$ cat config.mk
export PLATFORM = sky130hd
export DESIGN_NAME = rr_grant_arbiter
export DESIGN_NICKNAME = d
export VERILOG_FILES = /design/src/rtl/arb_pkg.sv /design/src/rtl/priority_encoder_parameterized.sv /design/src/rtl/rr_grant_arbiter.sv
export SDC_FILE = /design/constraint.sdc
export NUM_CORES = 1
export LEC_CHECK = 0
export CAP_MARGIN = 20
export CORE_ASPECT_RATIO = 1.4
export CORE_MARGIN = 2
export CORE_UTILIZATION = 45
export DETAILED_ROUTE_END_ITERATION = 10
export PLACE_DENSITY_LB_ADDON = 0.05
export SYNTH_ARGS = -nofsm -noshare
export SYNTH_HDL_FRONTEND = slang
export SYNTH_HIERARCHICAL = 1
export SYNTH_SLANG_ARGS = --single-unit
$ cat constraint.sdc
create_clock -name clk -period 5.9 [get_ports clk]
set_clock_uncertainty 0.2 [all_clocks]
set_input_delay 0.59 -clock clk [delete_from_list [all_inputs] [get_ports clk]]
set_output_delay 0.59 -clock clk [all_outputs]
set_load 0.05 [all_outputs]
$ cat src/rtl/arb_pkg.sv
// Shared types and helpers for the request arbiter.
package arb_pkg;

   typedef enum logic {
      ARB_FIXED = 1'b0,
      ARB_RR    = 1'b1
   } arb_mode_e;

   typedef enum logic {
      ST_IDLE  = 1'b0,
      ST_GRANT = 1'b1
   } arb_state_e;

   // $clog2 collapses to 0 for a single requester; the index port stays 1 bit wide.
   function automatic int arb_idx_w(input int width);
      return (width <= 2) ? 1 : $clog2(width);
   endfunction

endpackage

$ cat src/rtl/priority_encoder_parameterized.sv
// MSB-first priority encoder: idx is the highest set bit of vec, any flags a non-zero vec.
module priority_encoder_parameterized #(
   parameter int WIDTH = 8,
   parameter int IDX_W = 3
) (
   input  logic [WIDTH-1:0] vec,
   output logic [IDX_W-1:0] idx,
   output logic             any
);

   always_comb begin
      idx = '0;
      any = 1'b0;
      for (int i = 0; i < WIDTH; i++) begin
         if (vec[i]) begin
            idx = IDX_W'(i);
            any = 1'b1;
         end
      end
   end

endmodule

$ cat src/rtl/rr_grant_arbiter.sv
// Registered request arbiter with valid/ready grant hold, fixed or round-robin priority.
// Optional grant locking for multi-beat bursts is enabled by defining ARB_LOCK_EN.
//
// state    | meaning
// ST_IDLE  | no grant presented, arbitrate every cycle
// ST_GRANT | grant presented and held until gnt_ready
module rr_grant_arbiter
   import arb_pkg::*;
#(
   parameter int        WIDTH = 8,
   parameter arb_mode_e MODE  = ARB_RR,
   localparam int       IDX_W = arb_idx_w(WIDTH)
) (
   input  logic             clk,
   input  logic             rst,
   input  logic [WIDTH-1:0] req,
   input  logic             gnt_ready,
`ifdef ARB_LOCK_EN
   input  logic             lock,
`endif
   output logic             gnt_valid,
   output logic [IDX_W-1:0] gnt_idx,
   output logic [WIDTH-1:0] gnt_onehot
);

   localparam logic [IDX_W-1:0] LAST  = IDX_W'(WIDTH - 1);
   localparam logic [IDX_W:0]   WIDTH_X = (IDX_W + 1)'(WIDTH);

   arb_state_e       state;
   logic [IDX_W-1:0] ptr;

   logic             accept;
   logic             load;
   logic             lock_hit;
   logic [IDX_W-1:0] ptr_adv;
   logic [IDX_W-1:0] ptr_arb;
   logic [WIDTH-1:0] req_eff;
   logic [IDX_W:0]   rot_sh;
   logic [2*WIDTH-1:0] req_dbl;
   logic [WIDTH-1:0] rot;
   logic [IDX_W-1:0] enc;
   logic             enc_any;
   logic [IDX_W:0]   win_sum;
   logic [IDX_W:0]   win_mod;
   logic [IDX_W-1:0] gnt_next;
   logic [WIDTH-1:0] onehot_next;

   assign accept = gnt_valid & gnt_ready;
   assign load   = (state == ST_IDLE) | accept;

`ifdef ARB_LOCK_EN
   assign lock_hit = accept & lock & (|(req & gnt_onehot));
`else
   assign lock_hit = 1'b0;
`endif

   assign ptr_adv = (gnt_idx == '0) ? LAST : gnt_idx - 1'b1;

   // The arbitration taken at an accepting edge already sees the advanced pointer.
   assign ptr_arb = ((MODE == ARB_RR) && accept && !lock_hit) ? ptr_adv : ptr;

   assign req_eff = req & ~(accept ? gnt_onehot : '0);

   // rot[j] = req_eff[(j+ptr+1) mod WIDTH]; ptr+1 never exceeds WIDTH, so a
   // right shift of the doubled vector performs the wrap.
   assign rot_sh  = {1'b0, ptr_arb} + 1'b1;
   assign req_dbl = {req_eff, req_eff};
   assign rot     = WIDTH'(req_dbl >> rot_sh);

   priority_encoder_parameterized #(
      .WIDTH (WIDTH),
      .IDX_W (IDX_W)
   ) u_enc (
      .vec (rot),
      .idx (enc),
      .any (enc_any)
   );

   // Un-rotate with an explicit modulo so non-power-of-two widths wrap correctly.
   assign win_sum  = {1'b0, enc} + {1'b0, ptr_arb} + 1'b1;
   assign win_mod  = (win_sum >= WIDTH_X) ? (win_sum - WIDTH_X) : win_sum;
   assign gnt_next = win_mod[IDX_W-1:0];

   always_comb begin
      onehot_next = '0;
      for (int i = 0; i < WIDTH; i++) begin
         onehot_next[i] = (gnt_next == IDX_W'(i));
      end
   end

   always_ff @(posedge clk or posedge rst) begin
      if (rst) begin
         state      <= ST_IDLE;
         gnt_valid  <= 1'b0;
         gnt_idx    <= '0;
         gnt_onehot <= '0;
         ptr        <= LAST;
      end else begin
         if ((MODE == ARB_RR) && accept && !lock_hit) begin
            ptr <= ptr_adv;
         end
         if (load) begin
            if (lock_hit) begin
               state     <= ST_GRANT;
               gnt_valid <= 1'b1;
            end else if (enc_any) begin
               state      <= ST_GRANT;
               gnt_valid  <= 1'b1;
               gnt_idx    <= gnt_next;
               gnt_onehot <= onehot_next;
            end else begin
               state      <= ST_IDLE;
               gnt_valid  <= 1'b0;
               gnt_idx    <= '0;
               gnt_onehot <= '0;
            end
         end
      end
   end

endmodule

==> results.toml <==
[global_route]
grt_overflow = 0
antenna_found_initial = 0
grt_max_degree = 20
track_usage = 0.204
grt_pass1_wl_mm = 4.56
grt_pass1_vias = 1016

[timing]
finalCriticalPeriod_ns = 4.41
tns_ns = 0
rsz0062_at_grt = "false"
tightest_slew_ns = 0.548
timing.fmax_mhz = 227
fin_crit_sh = 0.747
setup_viol = 0
maxSlewViolCount = 0
worst_slack_ns = 1.49
max_slew_margin = 0.634
hold_viol = 0

[clock_tree]
postCtsSetupRepairBufs = 0
cts_num_sinks = 15
clock_path_buffers = 2
htree_levels = 1
ctsHoldBuffers = 0
clk_pin_slew_worst_paths_ns = 0.09
cts_tree = "built"
clockRootBuffer = "clkbuf_4"
cts_buffers = 3
cts_resized = 0
clk_latency_ns = 0.28

[floorplanning]
initial_core_util = 0.482
core_area_um2 = 2440
rows = 21
dieHeight_um = 64.6
die_w_um = 47.3
dieArea_um2 = 3050
io_pins = 23

[worst_setup_path]
r2r_slack_ns = 1.49
endpoint_kind = "flop"
path_class = "reg2reg"
cp_max_fo = 10
crit_required_ns = 5.86
crit_path_start_kind = "flop"
arrival_ns = 4.36

[drt]
drc = 0
vias = 1018
wl_per_cell_um = 14.3
dr.pass1.iters = 4
wl_mm = 2.62
drtIter0Drc = 38
viasPerCell = 5.56
ant_nets = 0

[outcome]
status = "finished clean"

[synth]
synth_edf_count = 0
yosysMostFrequentCell = "o21ai_0"
netlist.area_leader.share = 0.255
ys.flop_type = "dfrtp_1"
syn_avg_cell_area_um2 = 9.28
seq_area_frac_synth = 0.322
syn_nets = 142
synthesis.instances = 127
yosys.cell_types.count = 32
yosysTopAreaCell = "dfrtp_1"
synth_warnings = 6
ys_seq_elements = 15
yosys-top-cells-count = "o21ai_0, mux2i_1, dfrtp_1"
synth.top_cells.by_area = "dfrtp_1, mux2i_1, o21ai_0, mux2_2, dfstp_2"
async_flop_share = 1.00
synth.cell_area_um2 = 1180

[cells_and_area]
fin_cells = 183
diodes = 0
area_delta_synth_final_pct = 22.3
fin_nets = 165
drive_gt1_frac = 0.141

[job]
cap_violations = 0

[placement]
place_inst = 179
gp_congestion = 0.779
place_ws_ns = 1.35
hpwl_mm = 2.15
port_buffers = 22

[hold_path]
worstHoldPathType = "reg2reg"
cells in the final DEF (no fill, tap or decap), types with 2 or more instances in the layout:
cell type / n
a21oi_1: 3
a22o_1: 6
buf_4: 2
clkbuf_4: 3
clkdlybuf4s50_1: 22
dfrtp_1: 12
dfstp_2: 3
ha_1: 3
inv_1: 8
mux2_2: 8
mux2i_1: 17
nand2_1: 8
nand2b_1: 4
nor2_1: 6
nor3b_1: 2
o21ai_0: 18
o22ai_1: 4
o31ai_1: 2
o32ai_1: 4
xnor2_1: 2
logic make-up after synthesis:
logic type / count (synthesis) / share of synthesized area
adders and majority gates: 4 / 0.0488
buffers and inverters: 16 / 0.0679
xor gates and xnor gates: 3 / 0.0223
and+or+nand+nor: 26 / 0.110
muxes: 25 / 0.221
AOI/OAI and AO/OA: 38 / 0.208
DFF: 15 / 0.322
path summary, 6_finish.rpt:
kind | endpoint | cells past startpoint | startpoint
setup / recovery | gnt_onehot[7]$_DFFE_PP0P_ | 18 | gnt_idx[0]$_DFFE_PP0P_
hold / removal | gnt_idx[1]$_DFFE_PP0P_ | 2 | gnt_idx[1]$_DFFE_PP0P_
setup reg to reg | gnt_onehot[7]$_DFFE_PP0P_ | 18 | gnt_idx[0]$_DFFE_PP0P_
hold reg to reg | gnt_idx[1]$_DFFE_PP0P_ | 2 | gnt_idx[1]$_DFFE_PP0P_
max in group asynchronous | ptr[0]$_DFF_PP1_ | 2 | rst
min in group asynchronous | gnt_idx[1]$_DFFE_PP0P_ | 2 | rst
flip-flops by register name (all words and copies together), names as in the netlist:
name / count
gnt_idx: 3
state: 1
ptr: 3
gnt_onehot: 8
through the flow:
stage / area, µm² / hold slack [ns] / utilization
2_1_floorplan: 1180 / 0.289 / -
3_3_place_gp: 1410 / 0.294 / 0.579
3_5_place_dp: 1410 / 0.295 / 0.579
4_1_cts: 1440 / 0.316 / 0.590
5_1_grt: 1440 / 0.354 / 0.590
6_report: 1440 / 0.310 / 0.590
final cells by class:
| type | count | area (µm²) |
|---|---|---|
| clock buffers | 3 | 22.5 |
| inverters | 10 | 37.5 |
| multi-input cells | 96 | 719 |
| clock inverters | 1 | 5.00 |
| fillers | 223 | 1000 |
| repair buffers | 24 | 235 |
| flip-flops and latches | 15 | 379 |
| well taps | 34 | 42.5 |
critical path, cell delays in order, from the launching register on:
cell	delay [ns]
dfrtp_1	0.39
inv_1	0.06
ha_1	0.20
ha_1	0.17
nand2b_1	0.36
mux2i_1	0.24
buf_4	0.23
mux2i_1	0.29
o32ai_1	0.14
mux2_2	0.30
clkinv_1	0.05
a21oi_1	0.05
o31ai_1	0.23
inv_1	0.07
ha_1	0.19
fa_1	0.37
xnor2_1	0.17
xnor2_1	0.40
o21ai_0	0.16
per-layer routing:
metal	global-route usage	vias to the layer above	part of all wire
met1	0.261	483	0.44
met5	0	-	0
met2	0.340	21	0.52
met4	0.0625	0	0.013
li1	-	508	-
met3	0.0306	6	0.032
Power is not shown: default switching activity piles up to over one toggle a cycle in this logic, so the estimate is an artifact.
